===== src/rtl/prng_pkg.sv =====
// Shared types and defaults for the PRNG request arbiter.
// No logic here; no latency or backpressure of its own.
// Holds the FSM encoding, the operation type and the default sizes.
package prng_pkg;

    typedef enum logic [1:0] {
        IDLE  = 2'b00,
        ISSUE = 2'b01,
        WAIT  = 2'b10,
        RESP  = 2'b11
    } arb_state_t;

    typedef enum logic {
        OP_RAND = 1'b0,
        OP_SEED = 1'b1
    } op_t;

    localparam int DEF_WIDTH   = 32;
    localparam int DEF_TIMEOUT = 64;
    localparam int WDOG_W      = 10;

endpackage


===== src/rtl/prng_rr_pick.sv =====
// Round-robin picker: first set request after last_i, wrapping NREQ-1 -> 0.
// Purely combinational, zero latency.
// No backpressure; any_o low means nothing to grant.
module prng_rr_pick #(
    parameter int NREQ = 4,
    parameter int IW   = $clog2(NREQ)
) (
    input  logic [NREQ-1:0] req_i,
    input  logic [IW-1:0]   last_i,
    output logic [NREQ-1:0] gnt_o,
    output logic [IW-1:0]   idx_o,
    output logic            any_o
);

    logic          found;
    logic [IW-1:0] pos;

    always_comb begin
        gnt_o = '0;
        idx_o = '0;
        found = 1'b0;
        pos   = '0;
        for (int k = 1; k <= NREQ; k++) begin
            pos = IW'((int'(last_i) + k) % NREQ);
            if (!found && req_i[pos]) begin
                found      = 1'b1;
                gnt_o[pos] = 1'b1;
                idx_o      = pos;
            end
        end
    end

    assign any_o = |req_i;

endmodule


===== src/rtl/prng_arbiter.sv =====
// Shares one PRNG among NREQ requesters; optional watchdog via PRNG_ARB_TIMEOUT_EN.
// Latency: req at cycle 0 -> command at 1 -> data_done at k -> rsp_valid at k+1.
// One transaction in flight; requests are held off (no grant) until it completes.
module prng_arbiter
    import prng_pkg::*;
#(
    parameter int NREQ    = 4,
    parameter int WIDTH   = DEF_WIDTH,
    parameter int TIMEOUT = DEF_TIMEOUT
) (
    input  logic                     clk,
    input  logic                     rst,
    input  logic [NREQ-1:0]          req,
    input  logic [NREQ-1:0]          req_is_seed,
    input  logic [NREQ*WIDTH-1:0]    seed_in,
    output logic [NREQ-1:0]          gnt,
    output logic                     get_random,
    output logic                     load_seed,
    output logic [WIDTH-1:0]         seed_out,
    input  logic                     data_done,
    input  logic [WIDTH-1:0]         rand_in,
    output logic                     rsp_valid,
    output logic [$clog2(NREQ)-1:0]  rsp_id,
    output logic [WIDTH-1:0]         rsp_data,
    output logic                     rsp_err
);

    localparam int IW = $clog2(NREQ);

    arb_state_t       state_q;
    op_t              op_q;
    logic [IW-1:0]    idx_q;
    logic [IW-1:0]    last_q;
    logic [NREQ-1:0]  gnt_q;
    logic             get_random_q;
    logic             load_seed_q;
    logic [WIDTH-1:0] seed_out_q;
    logic             rsp_valid_q;
    logic [IW-1:0]    rsp_id_q;
    logic [WIDTH-1:0] rsp_data_q;
    logic             rsp_err_q;

    logic [NREQ-1:0]  pick_gnt;
    logic [IW-1:0]    pick_idx;
    logic             pick_any;
    logic [WIDTH-1:0] seed_sel;
    logic             wdog_exp;

    prng_rr_pick #(
        .NREQ (NREQ),
        .IW   (IW)
    ) u_pick (
        .req_i  (req),
        .last_i (last_q),
        .gnt_o  (pick_gnt),
        .idx_o  (pick_idx),
        .any_o  (pick_any)
    );

    always_comb begin
        seed_sel = '0;
        for (int i = 0; i < NREQ; i++) begin
            if (pick_idx == IW'(i)) begin
                seed_sel = seed_in[i*WIDTH +: WIDTH];
            end
        end
    end

`ifdef PRNG_ARB_TIMEOUT_EN
    // Counts completed WAIT cycles; expiry is the TIMEOUT-th WAIT cycle.
    logic [WDOG_W-1:0] wdog_q;

    assign wdog_exp = (wdog_q == WDOG_W'(TIMEOUT - 1));

    always_ff @(posedge clk or posedge rst) begin
        if (rst) begin
            wdog_q <= '0;
        end else if (state_q == WAIT && !data_done && !wdog_exp) begin
            wdog_q <= wdog_q + 1'b1;
        end else begin
            wdog_q <= '0;
        end
    end
`else
    assign wdog_exp = (TIMEOUT < 0);
`endif

    always_ff @(posedge clk or posedge rst) begin
        if (rst) begin
            state_q      <= IDLE;
            op_q         <= OP_RAND;
            idx_q        <= '0;
            last_q       <= IW'(NREQ - 1);
            gnt_q        <= '0;
            get_random_q <= 1'b0;
            load_seed_q  <= 1'b0;
            seed_out_q   <= '0;
            rsp_valid_q  <= 1'b0;
            rsp_id_q     <= '0;
            rsp_data_q   <= '0;
            rsp_err_q    <= 1'b0;
        end else begin
            case (state_q)
                IDLE: begin
                    if (pick_any) begin
                        state_q <= ISSUE;
                        gnt_q   <= pick_gnt;
                        idx_q   <= pick_idx;
                        op_q    <= op_t'(req_is_seed[pick_idx]);
                        if (req_is_seed[pick_idx]) begin
                            load_seed_q <= 1'b1;
                            seed_out_q  <= seed_sel;
                        end else begin
                            get_random_q <= 1'b1;
                        end
                    end
                end
                ISSUE: begin
                    state_q      <= WAIT;
                    get_random_q <= 1'b0;
                    load_seed_q  <= 1'b0;
                    seed_out_q   <= '0;
                end
                WAIT: begin
                    // data_done beats a coincident watchdog expiry
                    if (data_done) begin
                        state_q     <= RESP;
                        rsp_valid_q <= 1'b1;
                        rsp_id_q    <= idx_q;
                        rsp_data_q  <= (op_q == OP_RAND) ? rand_in : '0;
                        rsp_err_q   <= 1'b0;
                    end else if (wdog_exp) begin
                        state_q     <= RESP;
                        rsp_valid_q <= 1'b1;
                        rsp_id_q    <= idx_q;
                        rsp_data_q  <= '0;
                        rsp_err_q   <= 1'b1;
                    end
                end
                RESP: begin
                    state_q     <= IDLE;
                    last_q      <= idx_q;
                    gnt_q       <= '0;
                    rsp_valid_q <= 1'b0;
                    rsp_id_q    <= '0;
                    rsp_data_q  <= '0;
                    rsp_err_q   <= 1'b0;
                end
                default: state_q <= IDLE;
            endcase
        end
    end

    assign gnt        = gnt_q;
    assign get_random = get_random_q;
    assign load_seed  = load_seed_q;
    assign seed_out   = seed_out_q;
    assign rsp_valid  = rsp_valid_q;
    assign rsp_id     = rsp_id_q;
    assign rsp_data   = rsp_data_q;
    assign rsp_err    = rsp_err_q;

endmodule


===== config.mk =====
export PLATFORM = sky130hd
export DESIGN_NAME = prng_arbiter
export DESIGN_NICKNAME = d
export VERILOG_FILES = /design/src/rtl/prng_pkg.sv /design/src/rtl/prng_rr_pick.sv /design/src/rtl/prng_arbiter.sv
export SDC_FILE = /design/constraint.sdc
export NUM_CORES = 1
export LEC_CHECK = 0
export ABC_AREA = 0
export CAP_MARGIN = 20
export CORE_ASPECT_RATIO = 1.1
export CORE_MARGIN = 1
export CORE_UTILIZATION = 42
export DETAILED_ROUTE_END_ITERATION = 12
export GPL_ROUTABILITY_DRIVEN = 0
export PLACE_DENSITY = 0.89
export SLEW_MARGIN = 20
export SYNTH_ARGS = -nofsm -noshare
export SYNTH_HDL_FRONTEND = slang
export SYNTH_SLANG_ARGS = --single-unit
export TNS_END_PERCENT = 10

===== constraint.sdc =====
create_clock -name clk -period 4.55 [get_ports clk]
set_input_delay 0.6825 -clock clk [delete_from_list [all_inputs] [get_ports clk]]
set_output_delay 0.6825 -clock clk [all_outputs]
set_load 0.1 [all_outputs]

Word-level counts from Yosys, hierarchy flattened
Index checks and enable logic that the tools add are counted.

storage, ports and cells
  register bits after elaboration = 81
  input bits = 171
  output and inout bits = 74
  logic and storage cells = 116

operators by class
  add/sub/neg operators = 4
  magnitude comparators = 9
  equality and inequality tests = 10
  mux-type cells = 56
  bitwise operators = 3
  reduce and logical (&&, ||, !) cells = 22

operators with widths
  cell                 number
  $mux 32              8
  $pmux 32 s2          2
  $mux 4               5
  $mux 1               18
  $lt 2x3->1 const B   5
  $mux 2               7
  $or 4x4->4           3
  $bmux 1 s2           5
  $demux 1 s2          4
  $eq 2x2->1 const B   4
  $ge 2x1->1 const B   4
  $ne 2x2->1 const B   4
  $pmux 1 s2           4
  $pmux 2 s4           1
  $pmux 4 s2           1
  $reduce_and 2->1     4
  $logic_and 1x1->1    7
  $reduce_and 3->1     2
  $reduce_bool 2->1    3
  $add 2x1->2 const B  2
  $add 2x2->2 const B  2
  $eq 2x1->1 const B   2
  $logic_not 2->1      2
  $pmux 2 s2           1
  2 further kinds      4

Longest topological paths before layout
  word-level depth = 21
  gate-level depth with buffers = 14
  gate-level depth less buffers = 9

Hierarchy
A second synthesis with hierarchy kept.

unflattened totals
  cell total of the unflattened synthesis = 329
  area total of the unflattened synthesis = 4446.8 um2

by module, submodules not included
  module        instances  cells each  area each (um2)  seq. area each (um2)
  prng_arbiter  1          259         3906.2           2004.4
  prng_rr_pick  1          70          540.5            0.0

Worst setup path before layout
Ideal clock, no wire load.

  kind = register to register
  from = register last_q[0]
  to = register seed_out_q[0], in the netlist seed_out[0]
  library setup time = 0.122 ns
  arrival time = 3.393 ns
  data required time = 4.428 ns
  setup slack = 1.036 ns
  cell stages (with the launch flop) = 12
  buffers on the path = 4
  clock period less this slack = 3.514 ns
  path through = dfstp_2 -> buf_4 -> inv_2 -> clkbuf_1 -> buf_1 -> ha_1 -> o41ai_1 -> o31ai_4 -> a211o_4 -> a31o_1 -> buf_4 -> a32o_1

between the ends
  longest elaborated chain between the ends = 21
  elaborated cells between the ends (all ways) = 40
  classes of those cells = 4 x add/sub; 4 x eq/ne; 24 x mux; 8 x reduce/logical

ends and longest elaborated chain
  element                       RTL line             RTL
  start, declared               prng_arbiter.sv:33   logic [IW-1:0] last_q;
  start signal, assigned        prng_arbiter.sv:93   last_q <= IW'(NREQ - 1);
  start signal, assigned        prng_arbiter.sv:142  last_q <= idx_q;
  $add 2x1->2                   prng_rr_pick.sv:24   pos = IW'((int'(last_i) + k) % NREQ);
  $bmux 1 s2                    prng_rr_pick.sv:25   if (!found && req_i[pos]) begin
  $mux 1 (not written as such)  prng_rr_pick.sv:25
  $mux 1                        prng_rr_pick.sv:25
  $logic_not 1->1               prng_rr_pick.sv:25
  $logic_and 1x1->1             prng_rr_pick.sv:25
  $mux 1                        prng_rr_pick.sv:25
  $logic_not 1->1               prng_rr_pick.sv:25
  (+2 left out)                 n/a
  $logic_not 1->1               prng_rr_pick.sv:25
  $logic_and 1x1->1             prng_rr_pick.sv:25
  $mux 2 (*)                    prng_rr_pick.sv:25
  $logic_not 2->1               prng_arbiter.sv:63   if (pick_idx == IW'(i)) begin
  $mux 32 (4 in series)         prng_arbiter.sv:63
  $mux 32                       prng_arbiter.sv:110  if (req_is_seed[pick_idx]) begin
  $mux 32                       prng_arbiter.sv:105  if (pick_any) begin
  $pmux 32 s2                   prng_arbiter.sv:103  case (state_q)
  end signal, assigned          prng_arbiter.sv:112  seed_out_q <= seed_sel;
  end, declared                 prng_arbiter.sv:37   logic [WIDTH-1:0] seed_out_q;

Mark *: on every way between the ends. The rest lies on a longest branch, timed or not. The select of a mux whose other input is x is not followed.
A chain may end at the register's enable or synchronous reset.

Worst setup path in the final report
  from = input req[1]
  to = register seed_out_q[7], in the netlist seed_out[7]

between the ends
  longest elaborated chain between the ends = 20
  elaborated cells between the ends (all ways) = 38
  classes of those cells = 5 x eq/ne; 24 x mux; 9 x reduce/logical

ends and longest elaborated chain
  element                       RTL line             RTL
  start, declared               prng_arbiter.sv:13   input logic [NREQ-1:0] req,
  $bmux 1 s2                    prng_rr_pick.sv:25
  $mux 1 (not written as such)  prng_rr_pick.sv:25
  $mux 1                        prng_rr_pick.sv:25
  $logic_not 1->1               prng_rr_pick.sv:25
  $logic_and 1x1->1             prng_rr_pick.sv:25
  $mux 1                        prng_rr_pick.sv:25
  $logic_not 1->1               prng_rr_pick.sv:25
  $logic_and 1x1->1             prng_rr_pick.sv:25
  $mux 1                        prng_rr_pick.sv:25
  $logic_not 1->1               prng_rr_pick.sv:25
  $logic_and 1x1->1             prng_rr_pick.sv:25
  $mux 2                        prng_rr_pick.sv:25
  $logic_not 2->1               prng_arbiter.sv:63
  $mux 32 (4 in series)         prng_arbiter.sv:63
  $mux 32                       prng_arbiter.sv:110
  $mux 32                       prng_arbiter.sv:105
  $pmux 32 s2                   prng_arbiter.sv:103

Several ways; a longest one is shown, not always the timed one. The select of a mux whose other input is x is not followed.

==> flow_summary_export.csv <==
group,metric,value,unit
finish,final_cell_mix,"clkdlybuf4s50_1 (243), o211ai_1 (94), dfrtp_1 (78)",
finish,layout-drive-gt1-share,0.0726,
logic_synthesis,yosys_warnings,0,
clock_tree,cts_hold_buffers,0,
sta,fin_tns_setup,0,ns
logic_synthesis,yosysUniqueCellTypes,58,
sta,clock_skew,0.00603,ns
logic_synthesis,synthAdderAreaFrac,0.0305,
hold_path,hold_class,"flop to flop",
floorplan,die_h,120,um
logic_synthesis,netlist.area_leader.share,0.365,
hold_path,hold_end,"rsp_valid",
setup_path,cp.required,4.81,ns
logic_synthesis,yosys-top-cells-area,"dfrtp_1 (37%), o211ai_1 (13%), mux2i_1 (9.9%)",
hold_path,hp-start,"rsp_valid",
logic_synthesis,synth.area.mux_share,0.112,
global_route,grtUsageTotal,0.273,
global_route,grt_pass1_wl,28100,um
power_and_ir_drop,finalPower,6.72,mW
routing,first_iter_violations,804,
sta,maxSlewViolCount,0,
routing,routed_wirelength,18100,um
logic_synthesis,synth_xor_area_frac,0,
place,port_buffers,243,
sta,rsz0062_at_grt,"false",
setup_path,reg2reg_to,"seed_out[7]",
clock_tree,tritoncts,"built",
sta,fin_crit,4.08,ns
routing,via_per_inst,6.01,
floorplan,start_util,0.438,
logic_synthesis,synthArstFlopShare,1.00,
floorplan,fp.dieW,110,um
finish,fillers,929,
clock_tree,cts.repair.resized,0,
clock_tree,cts_sinks,80,
sta,final-setup-viol-count,0,
setup_path,reg2reg_from,"last_q[0]",
sta,period_share,0.896,
logic_synthesis,syn-instance-count,548,
sta,max_freq,245,MHz
sta,fin_ws,0.471,ns
setup_path,cpPeakStageDelay,0.99,ns
setup_path,crit_path_start_kind,"input pin",
finish,multi_input_area,0.00306,mm^2
floorplan,dieArea,0.0132,mm^2
sta,tightest_slew,1.09,ns
global_route,grt_pass1_vias,5546,
setup_path,worst_path_max_delay_cell,"o31ai_4",
setup_path,startpoint,"req[1]",
clock_tree,cts_root_buf,"clkbuf_16",
finish,final_cells,912,
global_route,antenna_found_initial,0,
setup_path,crit_family,"compound AO/OA/AOI/OAI gates",
logic_synthesis,syn-mean-instance-area,9.75,um^2
job,maxCapViolCount,0,
setup_path,worstSetupPathType,"input pin to flop",
routing,drc_errors,0,
place,hpwlAfterDp,13100,um
hold_path,hold_path_depth,2,
routing,dr.pass1.iters,6,
logic_synthesis,synth_top_family_by_area,"compound AO/OA/AOI/OAI gates",
logic_synthesis,synth_compound_area_frac,0.357,
power_and_ir_drop,power.leakage,3.21,nW
routing,vias,5484,
logic_synthesis,ys_seq_area_frac,0.375,
global_route,grt_start_max_net_pins,58,
logic_synthesis,syn_area,0.00534,mm^2
setup_path,r2r_cells,9,
logic_synthesis,ys_ff_latch,80,
global_route,overflow,0,
clock_tree,post_cts_buffers,0,
finish,fin_nets,938,
routing,ant_nets,0,
place,dp_slack,0.212,ns
logic_synthesis,synth_top_flop_cell,"dfrtp_1",
clock_tree,cts_made_buffers,9,
finish,final_util,0.669,
setup_path,r2r_slack,0.51,ns
finish,syn_to_final_growth,52.7,%
sta,slew_headroom,0.273,
logic_synthesis,syn_nets,732,
finish,layout_commonest_cell,"clkdlybuf4s50_1",
status,status,"finished, final reports clean",
finish,seq_area,0.00200,mm^2
routing,wl_per_cell,19.9,um
setup_path,path_buf_inv,1,
floorplan,ios,245,
logic_synthesis,synthSimpleGateAreaFrac,0.0647,
setup_path,worstPathArrival,4.34,ns
setup_path,crit_fanout,23,
clock_tree,clk_latency,0.33,ns
logic_synthesis,synth_edf_count,0,
floorplan,rows,42,
place,placed_cells,897,
power_and_ir_drop,vdd_drop_max,0.000668,V
sta,hold_viol,0,
logic_synthesis,synth_top_cell_by_area,"dfrtp_1",
finish,n_antenna_cell,0,
setup_path,path_cells,"clkdlybuf4s50_1 > or3b_2 > a21o_2 > nand2b_1 > o31ai_4 > mux2i_2 > a31o_1 > a32o_1",
clock_tree,htreeDepth,3,
setup_path,end_kind,"flop",
power_and_ir_drop,p_per_area,824,mW/mm^2
floorplan,core_region_area,0.0122,mm^2
clock_tree,path_clk_slew,0.06,ns
clock_tree,cts_buffer_depth,2,
[where the power goes]
part	total (mW)	leakage, nW	internal [mW]	switching (mW)
clock	0.727	0.145	0.437	0.290
combinational	4.83	2.02	1.53	3.30
sequential	1.17	1.04	0.971	0.195
total	6.72	3.21	2.94	3.78
[layout make-up]
class,count,area share
clock buffer,10,0.0293
tap,154,0.0236
multi-input combinational,396,0.376
inverter,10,0.00475
clock inverter,5,0.00690
sequential,80,0.246
timing repair buffer,257,0.314
[stage by stage]
stage / hold WS (ns) / area, um^2
4_1_cts: 0.502 / 8160
3_5_place_dp: 0.489 / 7860
2_1_floorplan: 0.440 / 5340
6_report: 0.493 / 8160
5_1_grt: 0.527 / 8160
3_3_place_gp: 0.476 / 7860
[synthesized netlist by cell type, types with 2 or more instances]
| library cell | count |
|---|---|
| nand2_1 | 45 |
| a221oi_1 | 2 |
| mux2i_1 | 53 |
| nor3_1 | 3 |
| o21ai_0 | 10 |
| a22o_1 | 36 |
| a21oi_1 | 51 |
| ha_1 | 13 |
| nor4_1 | 2 |
| buf_2 | 6 |
| o21bai_1 | 24 |
| clkbuf_1 | 38 |
| inv_2 | 4 |
| nand3_1 | 2 |
| buf_4 | 6 |
| a222oi_1 | 4 |
| nand2b_1 | 4 |
| nor3b_1 | 2 |
| a31o_1 | 2 |
| nor2_1 | 6 |
| dfstp_2 | 2 |
| dfrtp_1 | 78 |
| o211ai_1 | 94 |
| buf_6 | 2 |
| nand3b_1 | 2 |
| inv_1 | 6 |
| o32a_1 | 2 |
| buf_1 | 10 |
| a32o_1 | 9 |
| mux4_2 | 2 |
[tightest hold or removal path, stage by stage, from the launching register on]
cell,delay (ns)
dfrtp_1,0.35
nand2_1,0.05
o21ai_0,0.06
[cell families after synthesis]
| group | after synthesis |
|---|---|
| buffers and inverters | 72 |
| muxes | 57 |
| and+or+nand+nor | 74 |
| AOI/OAI and AO/OA | 251 |
| other | 1 |
| adders and majority gates | 13 |
| DFF | 80 |
[how the worst max path moves through the flow]
stage / slack (ns) / depth (start not counted) / endpoint
2_1_floorplan: 1.04 / 11 / seed_out[0]
3_3_place_gp: 0.38 / 8 / seed_out[1]
3_5_place_dp: 0.21 / 8 / seed_out[1]
4_1_cts: 0.55 / 8 / seed_out[7]
5_1_grt: 0.28 / 9 / seed_out[7]
6_report: 0.47 / 8 / seed_out[7]
[sequential cells by signal, indices dropped and copies added (netlist names), 2 cells and up]
name / count
rsp_data: 32
seed_out: 32
gnt: 4
idx_q: 2
last_q: 2
rsp_id: 2
state_q: 2
[layer usage]
| layer | track usage | vias to the layer above | routed length [um] |
|---|---|---|---|
| li1 | - | 2530 | - |
| met1 | 0.319 | 2582 | 6980 |
| met4 | 0.108 | 0 | 532 |
| met2 | 0.469 | 327 | 8710 |
| met5 | 0 | - | 0 |
| met3 | 0.0744 | 45 | 1910 |
Note: power is estimated with default switching activity, not from simulation.
